### config.mk
export PLATFORM = sky130hd
export DESIGN_NAME = jtag_uart_stream_bridge_flat
export DESIGN_NICKNAME = d
export VERILOG_FILES = /design/src/rtl/jtag_uart_stream_bridge_if.sv /design/src/rtl/jtag_uart_stream_bridge.sv /design/src/flat_wrapper.sv
export SDC_FILE = /design/constraint.sdc
export NUM_CORES = 1
export LEC_CHECK = 0
export CORE_MARGIN = 2
export CORE_UTILIZATION = 45
export CTS_CLUSTER_DIAMETER = 100
export DETAILED_ROUTE_END_ITERATION = 7
export PLACE_DENSITY = 0.75
export SKIP_CTS_REPAIR_TIMING = 1
export SYNTH_ARGS = -nofsm -noshare
export SYNTH_HDL_FRONTEND = slang
export SYNTH_SLANG_ARGS = --single-unit
### constraint.sdc
create_clock -name clk_1_clk -period 6.22 [get_ports clk_1_clk]
set_clock_uncertainty 0.15 [all_clocks]
set_input_delay 1.244 -clock clk_1_clk [delete_from_list [all_inputs] [get_ports clk_1_clk]]
set_output_delay 1.244 -clock clk_1_clk [all_outputs]
set_load 0.02 [all_outputs]
### src/rtl/jtag_uart_stream_bridge_if.sv
// Stream and Avalon-MM signal bundle between the byte-stream bridge and its neighbours.
// master = bridge side; slave = stream producer/consumer plus UART register slave.
interface jtag_uart_stream_bridge_if;
    logic [7:0]  tx_data;
    logic        tx_valid;
    logic        tx_ready;
    logic [7:0]  rx_data;
    logic        rx_valid;
    logic        rx_ready;
    logic        avm_chipselect;
    logic        avm_address;
    logic        avm_read_n;
    logic        avm_write_n;
    logic [31:0] avm_writedata;
    logic [31:0] avm_readdata;
    logic        avm_waitrequest;

    modport master (
        input  tx_data, tx_valid, rx_ready, avm_readdata, avm_waitrequest,
        output tx_ready, rx_data, rx_valid,
               avm_chipselect, avm_address, avm_read_n, avm_write_n, avm_writedata
    );

    modport slave (
        output tx_data, tx_valid, rx_ready, avm_readdata, avm_waitrequest,
        input  tx_ready, rx_data, rx_valid,
               avm_chipselect, avm_address, avm_read_n, avm_write_n, avm_writedata
    );
endinterface

### src/rtl/jtag_uart_stream_bridge.sv
// Avalon-MM master turning the JTAG UART data/control registers into TX/RX byte streams; one ARB cycle precedes every transfer.
// TX stalls (tx_ready low) until polled write-FIFO credit exists; RX data reads pause while rx_valid waits for rx_ready.
module jtag_uart_stream_bridge #(
    parameter int POLL_INTERVAL = 64,
    parameter int CNT_W         = 16
) (
    input  logic                      clk_1_clk,
    input  logic                      reset_1_reset_n,
    jtag_uart_stream_bridge_if.master bus,
    output logic [15:0]               tx_credit
);
    typedef enum logic [1:0] {ARB, WR_DATA, RD_CTRL, RD_DATA} state_t;

    localparam logic [CNT_W-1:0] POLL_RELOAD  = CNT_W'(POLL_INTERVAL - 1);
    localparam logic [CNT_W-1:0] BACKOFF_LOAD = CNT_W'(POLL_INTERVAL);

    state_t           r_state;
    logic [CNT_W-1:0] r_poll_cnt;
    logic [CNT_W-1:0] r_backoff;
    logic             r_rx_due;
    logic [15:0]      r_tx_credit;
    logic             r_cs;
    logic             r_addr;
    logic             r_rd_n;
    logic             r_wr_n;
    logic [31:0]      r_wdata;
    logic [7:0]       r_rx_data;
    logic             r_rx_valid;

    logic w_in_arb;
    logic w_pick_rd;
    logic w_pick_wr;
    logic w_pick_ctrl;
    logic w_done;
    logic w_poll_hit;
    logic w_rvalid;
    logic w_ravail_nz;

    assign w_in_arb    = (r_state == ARB);
    assign w_pick_rd   = w_in_arb && r_rx_due && !r_rx_valid;
    assign w_pick_wr   = w_in_arb && !w_pick_rd && bus.tx_valid && (r_tx_credit != 16'd0);
    assign w_pick_ctrl = w_in_arb && !w_pick_rd && bus.tx_valid && (r_tx_credit == 16'd0)
                         && (r_backoff == '0);
    assign w_done      = !w_in_arb && !bus.avm_waitrequest;
    assign w_poll_hit  = (r_poll_cnt == '0);
    assign w_rvalid    = bus.avm_readdata[15];
    assign w_ravail_nz = (bus.avm_readdata[31:16] != 16'd0);

    // The accept strobe has to coincide with the ARB cycle that latches the byte.
    assign bus.tx_ready       = w_pick_wr;
    assign bus.rx_data        = r_rx_data;
    assign bus.rx_valid       = r_rx_valid;
    assign bus.avm_chipselect = r_cs;
    assign bus.avm_address    = r_addr;
    assign bus.avm_read_n     = r_rd_n;
    assign bus.avm_write_n    = r_wr_n;
    assign bus.avm_writedata  = r_wdata;
    assign tx_credit          = r_tx_credit;

    always_ff @(posedge clk_1_clk or negedge reset_1_reset_n) begin
        if (!reset_1_reset_n) begin
            r_state     <= ARB;
            r_poll_cnt  <= POLL_RELOAD;
            r_backoff   <= '0;
            r_rx_due    <= 1'b0;
            r_tx_credit <= 16'd0;
            r_cs        <= 1'b0;
            r_addr      <= 1'b0;
            r_rd_n      <= 1'b1;
            r_wr_n      <= 1'b1;
            r_wdata     <= 32'd0;
            r_rx_data   <= 8'd0;
            r_rx_valid  <= 1'b0;
        end else begin
            r_poll_cnt <= w_poll_hit ? POLL_RELOAD : r_poll_cnt - 1'b1;
            if (r_backoff != '0) begin
                r_backoff <= r_backoff - 1'b1;
            end
            if (r_rx_valid && bus.rx_ready) begin
                r_rx_valid <= 1'b0;
            end
            // A fresh poll tick outranks the clear from a finishing data read.
            if (w_poll_hit) begin
                r_rx_due <= 1'b1;
            end else if ((r_state == RD_DATA) && w_done && !(w_rvalid && w_ravail_nz)) begin
                r_rx_due <= 1'b0;
            end

            case (r_state)
                ARB: begin
                    if (w_pick_rd) begin
                        r_state <= RD_DATA;
                        r_cs    <= 1'b1;
                        r_addr  <= 1'b0;
                        r_rd_n  <= 1'b0;
                    end else if (w_pick_wr) begin
                        r_state <= WR_DATA;
                        r_cs    <= 1'b1;
                        r_addr  <= 1'b0;
                        r_wr_n  <= 1'b0;
                        r_wdata <= {24'd0, bus.tx_data};
                    end else if (w_pick_ctrl) begin
                        r_state <= RD_CTRL;
                        r_cs    <= 1'b1;
                        r_addr  <= 1'b1;
                        r_rd_n  <= 1'b0;
                    end
                end
                WR_DATA: begin
                    if (w_done) begin
                        r_state     <= ARB;
                        r_cs        <= 1'b0;
                        r_wr_n      <= 1'b1;
                        r_tx_credit <= r_tx_credit - 16'd1;
                    end
                end
                RD_CTRL: begin
                    if (w_done) begin
                        r_state     <= ARB;
                        r_cs        <= 1'b0;
                        r_rd_n      <= 1'b1;
                        r_tx_credit <= bus.avm_readdata[31:16];
                        if (!w_ravail_nz) begin
                            r_backoff <= BACKOFF_LOAD;
                        end
                    end
                end
                RD_DATA: begin
                    if (w_done) begin
                        r_state <= ARB;
                        r_cs    <= 1'b0;
                        r_rd_n  <= 1'b1;
                        if (w_rvalid) begin
                            r_rx_data  <= bus.avm_readdata[7:0];
                            r_rx_valid <= 1'b1;
                        end
                    end
                end
                default: begin
                    r_state <= ARB;
                    r_cs    <= 1'b0;
                    r_rd_n  <= 1'b1;
                    r_wr_n  <= 1'b1;
                end
            endcase
        end
    end
endmodule

### src/flat_wrapper.sv
// flat-port wrapper written by rule: the top's interface ports become plain ports
module jtag_uart_stream_bridge_flat 
#(
    parameter int POLL_INTERVAL = 64,
    parameter int CNT_W         = 16
)
  (clk_1_clk, reset_1_reset_n, tx_credit, bus_tx_data, bus_tx_valid, bus_rx_ready, bus_avm_readdata, bus_avm_waitrequest, bus_tx_ready, bus_rx_data, bus_rx_valid, bus_avm_chipselect, bus_avm_address, bus_avm_read_n, bus_avm_write_n, bus_avm_writedata);
  jtag_uart_stream_bridge_if bus_i ();
  input  logic clk_1_clk;
  input  logic reset_1_reset_n;
  output logic [15:0] tx_credit;
  input wire logic [$bits(bus_i.tx_data)-1:0] bus_tx_data;
  input wire logic [$bits(bus_i.tx_valid)-1:0] bus_tx_valid;
  input wire logic [$bits(bus_i.rx_ready)-1:0] bus_rx_ready;
  input wire logic [$bits(bus_i.avm_readdata)-1:0] bus_avm_readdata;
  input wire logic [$bits(bus_i.avm_waitrequest)-1:0] bus_avm_waitrequest;
  output wire logic [$bits(bus_i.tx_ready)-1:0] bus_tx_ready;
  output wire logic [$bits(bus_i.rx_data)-1:0] bus_rx_data;
  output wire logic [$bits(bus_i.rx_valid)-1:0] bus_rx_valid;
  output wire logic [$bits(bus_i.avm_chipselect)-1:0] bus_avm_chipselect;
  output wire logic [$bits(bus_i.avm_address)-1:0] bus_avm_address;
  output wire logic [$bits(bus_i.avm_read_n)-1:0] bus_avm_read_n;
  output wire logic [$bits(bus_i.avm_write_n)-1:0] bus_avm_write_n;
  output wire logic [$bits(bus_i.avm_writedata)-1:0] bus_avm_writedata;
  assign bus_i.tx_data = bus_tx_data;
  assign bus_i.tx_valid = bus_tx_valid;
  assign bus_i.rx_ready = bus_rx_ready;
  assign bus_i.avm_readdata = bus_avm_readdata;
  assign bus_i.avm_waitrequest = bus_avm_waitrequest;
  assign bus_tx_ready = bus_i.tx_ready;
  assign bus_rx_data = bus_i.rx_data;
  assign bus_rx_valid = bus_i.rx_valid;
  assign bus_avm_chipselect = bus_i.avm_chipselect;
  assign bus_avm_address = bus_i.avm_address;
  assign bus_avm_read_n = bus_i.avm_read_n;
  assign bus_avm_write_n = bus_i.avm_write_n;
  assign bus_avm_writedata = bus_i.avm_writedata;
  jtag_uart_stream_bridge #(.POLL_INTERVAL(POLL_INTERVAL), .CNT_W(CNT_W)) u_core (.clk_1_clk(clk_1_clk), .reset_1_reset_n(reset_1_reset_n), .bus(bus_i), .tx_credit(tx_credit));
endmodule
==> impl_metrics.json, run 1 <==
{
  "insertion_delay_ns": 0.35,
  "cp.required_ns": 4.83,
  "initial_core_util": 0.461,
  "rows": 34,
  "synthFlopType": "dfrtp_1",
  "min_period_ns": 4.43,
  "rsz0062_at_grt": "no",
  "cts_max_level": 3,
  "cts_root_buf": "clkbuf_8",
  "viasPerCell": 5.68,
  "die_x_um": 98.3,
  "crit_top_cell": "clkdlybuf4s50_1",
  "p_leak_nw": 1.98,
  "fin_crit_sh": 0.712,
  "synth-compound-area-share": 0.156,
  "grt-ovfl-total": 0,
  "ir_drop_mv": 0.151,
  "yosys.area_share.adder": 0.0188,
  "wl_per_cell_um": 15.8,
  "yosysWarnings": 0,
  "grt_pass1_wl_um": 15500,
  "pre_cts_ws_ns": 1.78,
  "max_slew_margin": 0.320,
  "drt-total-wl_um": 9410,
  "synth_top_cell_by_area": "dfrtp_1",
  "port_buffers": 75,
  "place_inst": 579,
  "avgSynthCellArea_um2": 9.64,
  "crit_chain": "clkdlybuf4s50_1, nand3_1, nand2b_1, inv_1, clkdlybuf4s50_1",
  "p_per_area_nw_per_um2": 393,
  "r2r-start": "u_core.r_state[0]$_DFFE_PN0P_",
  "fmax_mhz": 226,
  "cp_max_fo": 10,
  "setup_viol": 0,
  "path_clk_slew_ns": 0.08,
  "finalNonFillerCells": 595,
  "cts.path.max_buffers": 2,
  "r2r_slack_ns": 3.22,
  "synth.distinct_cells": 64,
  "cp.arrival_ns": 3.04,
  "drv_cap": 0,
  "track_usage": 0.198,
  "drive_above_1_share": 0.123,
  "dr.pass1.iters": 5,
  "hold_path.class": "flop to flop",
  "vias": 3378,
  "synth-xor-area-share": 0.0241,
  "crit_buf_inv": 3,
  "synthMuxAreaShare": 0.0582,
  "cp.depth": 5,
  "drtIter0Drc": 215,
  "start_kind": "primary input",
  "synth_simple_gate_area_frac": 0.215,
  "slew_violations": 0,
  "yosysTopAreaCellShare": 0.401,
  "place.gp.congestion": 0.898,
  "stdcell_area_um2": 4950,
  "crit_path_end_kind": "output port",
  "critPathTopFamily": "buffers and inverters",
  "coreArea_um2": 8680,
  "num-nets-final": 533,
  "synthCells": 415,
  "finalPower_mw": 1.95,
  "ys_seq_area_frac": 0.453,
  "crit_type": "primary input to output port",
  "tightest_slew_ns": 1.02,
  "grt_max_degree": 73,
  "die_area_um2": 9660,
  "holdWs_ns": 0.315,
  "syn2layout_area_growth_pct": 23.8,
  "netlist_top_cells_area": "dfrtp_1 (40%), dfstp_2 (5.3%), mux2_2 (5.1%)",
  "synth_edf_count": 0,
  "hpwlAfterDp_um": 6680,
  "endpoint": "bus_tx_ready",
  "finalHoldViolations": 0,
  "syn_area_um2": 4000,
  "ios": 107,
  "fin_util": 0.571,
  "ys_seq_elements": 72,
  "die_y_um": 98.3,
  "cts_sinks": 72,
  "cp_slowest_cell": "clkdlybuf4s50_1",
  "tns_ns": 0,
  "place_area_um2": 4720,
  "max_stage_delay_ns": 0.63,
  "drcViolationCount": 0,
  "rr_endpoint": "u_core.tx_credit[4]$_DFFE_PN0P_",
  "fill_cells": 745,
  "final.setup.worst_slack_ns": 1.79,
  "n_antenna_cell": 0,
  "async_reset_ff_frac": 1.00,
  "antenna_left": 0,
  "reg2regPathDepth": 4,
  "cts_tree": "yes",
  "status": "finished clean",
  "synth_top_family_by_area": "simple AND/OR/NAND/NOR gates",
  "cts_made_buffers": 9,
  "grt_pass1_vias": 3244,
  "crit_start": "bus_tx_valid",
  "grt_antenna_before_repair": 0
}
[registers in the layout (all words and copies together) (netlist names), 2 cells and up]
register,count
u_core.bus.avm_writedata,8
u_core.bus.rx_data,8
u_core.r_backoff,16
u_core.r_poll_cnt,16
u_core.r_state,2
u_core.tx_credit,16
[layout make-up]
cell class | count | area (µm²) | area share
multi-input cells | 311 | 1970 | 0.399
flip-flops and latches | 72 | 1810 | 0.366
repair buffers | 77 | 761 | 0.154
clock buffers | 10 | 138 | 0.0278
well taps | 108 | 135 | 0.0273
clock inverters | 6 | 91.3 | 0.0184
inverters | 11 | 41.3 | 0.00834
[power breakdown]
part	total (mW)	internal [mW]	switching, mW
sequential	0.734	0.590	0.144
combinational	0.789	0.371	0.418
clock	0.424	0.238	0.186
total	1.95	1.20	0.747
[layer usage]
| metal | wire, µm | up-vias | track usage |
|---|---|---|---|
| li1 | - | 1616 | - |
| met1 | 3930 | 1653 | 0.250 |
| met2 | 4870 | 94 | 0.331 |
| met3 | 432 | 15 | 0.0408 |
| met4 | 171 | 0 | 0.0822 |
| met5 | 0 | - | 0 |
[worst min-delay path by stage]
stage / start / end / slack [ns] / cells after the start
after floorplan: u_core.r_poll_cnt[0]$_DFF_PN1_ / u_core.r_poll_cnt[0]$_DFF_PN1_ / 0.29 / 1
after global placement: u_core.r_poll_cnt[0]$_DFF_PN1_ / u_core.r_poll_cnt[0]$_DFF_PN1_ / 0.30 / 1
after detailed placement: u_core.r_poll_cnt[0]$_DFF_PN1_ / u_core.r_poll_cnt[0]$_DFF_PN1_ / 0.30 / 1
after CTS: u_core.r_poll_cnt[0]$_DFF_PN1_ / u_core.r_poll_cnt[0]$_DFF_PN1_ / 0.32 / 1
after global routing: u_core.r_poll_cnt[0]$_DFF_PN1_ / u_core.r_poll_cnt[0]$_DFF_PN1_ / 0.33 / 1
final: u_core.r_poll_cnt[0]$_DFF_PN1_ / u_core.r_poll_cnt[0]$_DFF_PN1_ / 0.31 / 1
[logic make-up (layout without fill, tap and decap cells)]
family                   count (synthesis)  in the layout
AND/OR/NAND/NOR                        159            159
AO/OA/AOI/OAI                           90             90
flip-flops                              72             72
buffers and inverters                   55            104
multiplexers                            21             21
XOR/XNOR                                11             11
adder cells (fa/ha/maj)                  6              6
other                                    1             24
[Yosys cell counts (3+ instances only)]
library cell,count
a21oi_1,25
a22o_1,3
a31oi_1,6
and4_2,3
buf_4,24
clkbuf_1,18
dfrtp_1,64
dfstp_2,8
ha_1,6
inv_1,11
mux2_2,18
mux2i_1,3
nand2_1,32
nand2b_1,4
nand3_1,13
nand4_1,10
nor2_1,37
nor2b_1,7
nor3_1,16
nor4_1,12
o211ai_1,3
o21ai_0,16
o22a_1,4
o22ai_1,3
o31ai_1,6
or4_1,4
xor2_1,9
[worst reg2reg max path, stage by stage (launching register included)]
cell      delay [ns]
dfrtp_1         0.56
nand2b_1        0.68
a21oi_1         0.97
o21ai_0         0.24
a22o_1          0.29
[cells in the final DEF, fill, tap and decap left out, types with 3 or more instances in the layout]
cell,count
dfstp_2,8
nand3_1,13
ha_1,6
o22ai_1,3
nand4_1,10
xor2_1,9
o21ai_0,16
clkdlybuf4s50_1,74
nor3_1,16
a21oi_1,25
nor4_1,12
mux2_2,18
clkinvlp_4,3
a22o_1,3
nand2_1,32
nor2b_1,7
o31ai_1,6
or4_1,4
inv_1,11
nor2_1,37
nand2b_1,4
a31oi_1,6
o211ai_1,3
dfrtp_1,64
clkbuf_8,10
conb_1,24
o22a_1,4
and4_2,3
mux2i_1,3
Note: power is estimated with default switching activity, not from simulation.
==> run 2, diff against run 1 <==
- clock period: 6.22 -> 4.35 ns (I/O delays scaled with it)
==> run 2 against run 1 <==
Register-to-register slack got worse by 1.7 ns. Via count is 0.68% higher. Final area grew 0.18%. Clock power increased by 42%. Combinational power is 43% higher. Critical endpoint unchanged.
==> impl_metrics.json, run 2 (synthesized netlist as in run 1, its figures left out) <==
{
  "slew_violations": 0,
  "num-nets-final": 534,
  "start_kind": "flop",
  "rsz0062_at_grt": "no",
  "coreArea_um2": 8680,
  "grt_antenna_before_repair": 0,
  "port_buffers": 75,
  "fin_crit_sh": 0.886,
  "antenna_left": 0,
  "met2_length_um": 4820,
  "cp_max_fo": 10,
  "cts_max_level": 3,
  "path_clk_slew_ns": 0.07,
  "grt_max_degree": 40,
  "drtIter0Drc": 165,
  "intPower_mw": 1.73,
  "syn2layout_area_growth_pct": 24.1,
  "min_period_ns": 3.85,
  "cp.arrival_ns": 2.83,
  "holdWs_ns": 0.318,
  "dr.pass1.iters": 4,
  "cts_sinks": 72,
  "hpwlAfterDp_um": 6880,
  "p_sw_frac": 0.378,
  "hold_path.class": "flop to flop",
  "max_slew_margin": 0.392,
  "viasPerCell": 5.71,
  "combPwrFrac": 0.406,
  "drv_cap": 0,
  "rows": 34,
  "fill_cells": 748,
  "p_leak_nw": 2.00,
  "grt_pass1_vias": 3186,
  "clkPwrFrac": 0.216,
  "crit_path_end_kind": "output port",
  "wl_per_cell_um": 15.9,
  "cp.required_ns": 3.33,
  "status": "finished clean",
  "tns_ns": 0,
  "cts_root_buf": "clkbuf_8",
  "n_antenna_cell": 0,
  "highest_layer": "met4",
  "finalHoldViolations": 0,
  "drt-total-wl_um": 9460,
  "p_per_area_nw_per_um2": 560,
  "mostFrequentLayoutCells": "clkdlybuf4s50_1 (74), dfrtp_1 (64), nor2_1 (37), nand2_1 (32), a21oi_1 (25)",
  "ir_drop_mv": 0.225,
  "track_usage": 0.195,
  "ios": 107,
  "grt_pass1_wl_um": 15200,
  "final_common_cell": "clkdlybuf4s50_1",
  "die_x_um": 98.3,
  "tightest_slew_ns": 0.911,
  "cts.path.max_buffers": 2,
  "fmax_mhz": 259,
  "insertion_delay_ns": 0.35,
  "switching_power_mw": 1.05,
  "setup_viol": 0,
  "grt-ovfl-total": 0,
  "crit_type": "flop to output port",
  "vias": 3401,
  "drcViolationCount": 0,
  "place.gp.congestion": 0.868,
  "wl_met1_um": 4020,
  "p_seq_frac": 0.378,
  "drive_above_1_share": 0.125,
  "met3_length_um": 377,
  "die_y_um": 98.3,
  "cts_made_buffers": 9,
  "die_area_um2": 9660,
  "initial_core_util": 0.461,
  "cts_tree": "yes"
}
[run 2: worst max-delay path, cell delays in order (launching register included)]
cell and delay [ns]:
dfrtp_1 0.46, nor3_2 0.55, nand4_1 0.38, nand2b_1 0.46, inv_1 0.09, clkdlybuf4s50_1 0.55
[run 2: layout make-up]
type,count,area (µm²),share of cell area
flip-flops and latches,72,1810,0.365
inverters,11,41.3,0.00832
repair buffers,78,768,0.155
multi-input cells,311,1970,0.398
well taps,108,135,0.0272
clock buffers,11,151,0.0305
clock inverters,5,78.8,0.0159
[run 2: metrics by stage]
stage	util	cell area (µm²)	cells	setup slack [ns]	total power, mW
after floorplan	-	4090	438	1.57	1.70
after global placement	0.545	4730	580	0.726	2.15
after detailed placement	0.545	4730	580	0.711	2.18
after CTS	0.572	4960	596	0.482	2.79
after global routing	0.572	4960	596	0.292	2.93
final	0.572	4960	596	0.496	2.78
[run 2: power groups by stage]
stage / Combinational [mW] / Clock, mW / Sequential [mW]
2_1_floorplan: 0.530 / 0 / 1.17
3_3_place_gp: 1.11 / 0 / 1.04
3_5_place_dp: 1.12 / 0 / 1.06
4_1_cts: 1.13 / 0.618 / 1.05
5_1_grt: 1.21 / 0.643 / 1.08
6_report: 1.13 / 0.601 / 1.05
[run 2: path summary, 6_finish.rpt]
path	start	to	slack, ns	depth (start not counted)
setup / recovery	u_core.tx_credit[9]$_DFFE_PN0P_	bus_tx_ready	0.50	5
hold reg to reg	u_core.r_poll_cnt[0]$_DFF_PN1_	u_core.r_poll_cnt[0]$_DFF_PN1_	0.32	1
min in group asynchronous	reset_1_reset_n	u_core.tx_credit[7]$_DFFE_PN0P_	0.49	1
max in group asynchronous	reset_1_reset_n	u_core.r_poll_cnt[0]$_DFF_PN1_	2.55	2
hold / removal	u_core.r_poll_cnt[0]$_DFF_PN1_	u_core.r_poll_cnt[0]$_DFF_PN1_	0.32	1
setup reg to reg	u_core.r_state[0]$_DFFE_PN0P_	u_core.tx_credit[4]$_DFFE_PN0P_	1.55	4
[run 2: per-layer routing]
| metal | track usage | vias to the layer above |
|---|---|---|
| li1 | - | 1625 |
| met4 | 0.0717 | 0 |
| met5 | 0 | - |
| met2 | 0.329 | 81 |
| met3 | 0.0472 | 23 |
| met1 | 0.245 | 1672 |
==> RTL edit: new RTL, config.mk and constraints of run 2 <==
`CNT_W` is set to 16 in 2 places; all go to 18.
--- a/src/rtl/jtag_uart_stream_bridge.sv
+++ b/src/rtl/jtag_uart_stream_bridge.sv
@@ -2,7 +2,7 @@
 // TX stalls (tx_ready low) until polled write-FIFO credit exists; RX data reads pause while rx_valid waits for rx_ready.
 module jtag_uart_stream_bridge #(
     parameter int POLL_INTERVAL = 64,
-    parameter int CNT_W         = 16
+    parameter int CNT_W         = 18
 ) (
     input  logic                      clk_1_clk,
     input  logic                      reset_1_reset_n,
--- a/src/flat_wrapper.sv
+++ b/src/flat_wrapper.sv
@@ -2,7 +2,7 @@
 module jtag_uart_stream_bridge_flat 
 #(
     parameter int POLL_INTERVAL = 64,
-    parameter int CNT_W         = 16
+    parameter int CNT_W         = 18
 )
   (clk_1_clk, reset_1_reset_n, tx_credit, bus_tx_data, bus_tx_valid, bus_rx_ready, bus_avm_readdata, bus_avm_waitrequest, bus_tx_ready, bus_rx_data, bus_rx_valid, bus_avm_chipselect, bus_avm_address, bus_avm_read_n, bus_avm_write_n, bus_avm_writedata);
   jtag_uart_stream_bridge_if bus_i ();
Formal check against the unedited RTL: no difference found for any inputs over 4 cycles, from zero or initial values and one cycle with reset_1_reset_n low; that may be too few to reach the edited logic, so the function may still have changed.
==> RTL edit against run 2 <==
- final area grew 1.6%
- first-iteration DRC count grew 40%
- global-route usage grew 0.59 points
- wire length increased by 2.2%
- non-clock buffer count is 1 higher
- sequential cell count up 4
- largest cell class unchanged
- combinational power grew 4%
- sequential share of layout area rose by 1.4 points
- setup slack better by 0.061 ns
- total power is 0.17% lower
- area after synthesis rose by 2.7%
==> RTL edit: results (changes against run 2) <==
** Status
- Status :: complete, no violations

** Worst setup path
- The slowest stage of the critical path is the sky130_fd_sc_hd__clkdlybuf4s50_1 cell.
- Data arrival time of the critical path :: 2.77 ns (-0.06 ns)
- The reg2reg setup slack was 1.43 ns (-0.12 ns).
- Largest fanout of any net on the critical path :: 6 (-4)

** Synth
- The share of the yosys chip area belonging to registers is 46.5% (+1.2 points).
- After synthesis, the most frequently instantiated cells are 68 x sky130_fd_sc_hd__dfrtp_1, 34 x sky130_fd_sc_hd__a21oi_1, 30 x sky130_fd_sc_hd__nor2_1.
- The number of library cell types mapped by synthesis is 60 (-6.3%).
- Fraction of synthesized cell area in xor and xnor cells :: 1.92% (-0.49 points)
- The share of synthesized cell area in full adder, half adder and majority cells was 0.914% (-0.96 points).
- Number of warning messages in the yosys log :: 0 (unchanged)
- Compound-gate portion of the synthesized area :: 16.5% (+0.96 points)
- The mux share of post-synthesis cell area came to 6.15% (+0.33 points).

** Drt
- The total length of routed wires came to 9670 um (+2.2%).
- Number of iterations in the first detailed-routing pass :: 4 (unchanged)
- The number of design-rule violations left by the first detailed-router iteration came to 231 (+40%).
- Via density :: 5.67 (-0.66%)
- The met2 layer wire length in the routed design was 4620 um (-4.0%).
- The met1 layer wirelength in the final routing was 4310 um (+7.0%).
- Signal routing reaches up to met4.

** CTS
- Worst-path clk slew :: 0.09 ns (+0.02 ns)
- Htree depth :: 3 (unchanged)

** Placement
- The total placed instance area came to 0.00486 mm2 (+2.7%).
- Sum of net half-perimeters after detailed placement :: 6720 um (-2.3%)
- The worst slack after detailed placement is 0.992 ns (+0.281 ns).
- Last weighted congestion value of the routability-driven placer :: 0.821 (-5.4%)

** Global routing
- The met3 usage in global routing was 4.64% (-0.086 points).
- The via count of the first global-routing pass was 3339 (+4.8%).
- The global-route usage over all layers came to 20.1% (+0.59 points).
- GRT met1 Usage :: 26.5% (+2.0 points)
- Routing usage on met2 :: 32.1% (-0.76 points)
- The largest net degree at the start of global routing was 77 (+93%).
- The global-route wire length before repair came to 16200 um (+7.1%).

** Power and ir drop
- Leakage power figure :: 2.03 nW (+1.9%)
- The peak supply drop was 0.476 mV (+110%).

** Final layout
- The total of fill cells in the finished design is 765 (+2.3%).
- Share of final-layout standard cells stronger than drive strength 1 :: 10.8% (-1.7 points)
- The final layout net count came to 545 (+2.1%).

** Timing
- Post-Route Hold Slack :: 0.324 ns (+0.00666 ns)
- The slew of the pin with the lowest slew margin was 1.03 ns (+0.115 ns).
-- RTL edit: cell types whose count changed after synthesis, sizes merged, moves of 6 or more --
cell,delta
or3,+11
o21ai,+10
a21oi,+9
nand2,-8
nor2,-8
or4,+6
-- RTL edit: area by class of cell --
class,count,area (um2),area share [%]
well taps,108,135,2.68
clock inverters,7,57.6,1.14
multi-input cells,317,1980,39.3
repair buffers,79,778,15.4
inverters,14,52.6,1.04
clock buffers,9,124,2.46
flip-flops and latches,76,1910,37.9
-- RTL edit: logic make-up (layout without fill, tap and decap cells) --
logic type | Yosys count | in the layout
xor+xnor | 9 | 9
flops | 76 | 76
mux | 23 | 23
simple gates | 151 | 151
buf+inv | 57 | 109
compound gates | 107 | 107
fa+ha+maj | 3 | 3
other cells | 1 | 24
-- RTL edit: path summary, 6_finish.rpt --
path / from / to / cells past startpoint
setup / recovery: u_core.tx_credit[0] / bus_tx_ready / 7
hold / removal: u_core.r_poll_cnt[0] / u_core.r_poll_cnt[0] / 1
setup reg to reg: u_core.r_backoff[0] / u_core.bus.avm_read_n / 7
hold reg to reg: u_core.r_poll_cnt[0] / u_core.r_poll_cnt[0] / 1
max in group asynchronous: reset_1_reset_n / u_core.tx_credit[11] / 1
min in group asynchronous: reset_1_reset_n / u_core.tx_credit[0] / 1
-- RTL edit: per-stage QoR --
| step | utilization [%] | instances |
|---|---|---|
| after CTS | 57.2 | 610 |
| after global placement | 55.2 | 594 |
| after floorplan | - | 450 |
| final | 57.2 | 610 |
| after global routing | 57.2 | 610 |
| after detailed placement | 55.2 | 594 |
-- RTL edit: where the power goes --
part           leakage [nW]  internal, mW  total [mW]  switching, mW
Combinational          1.06         0.560        1.18          0.616
Clock                0.0881         0.215       0.513          0.298
Sequential            0.888         0.889        1.08          0.195
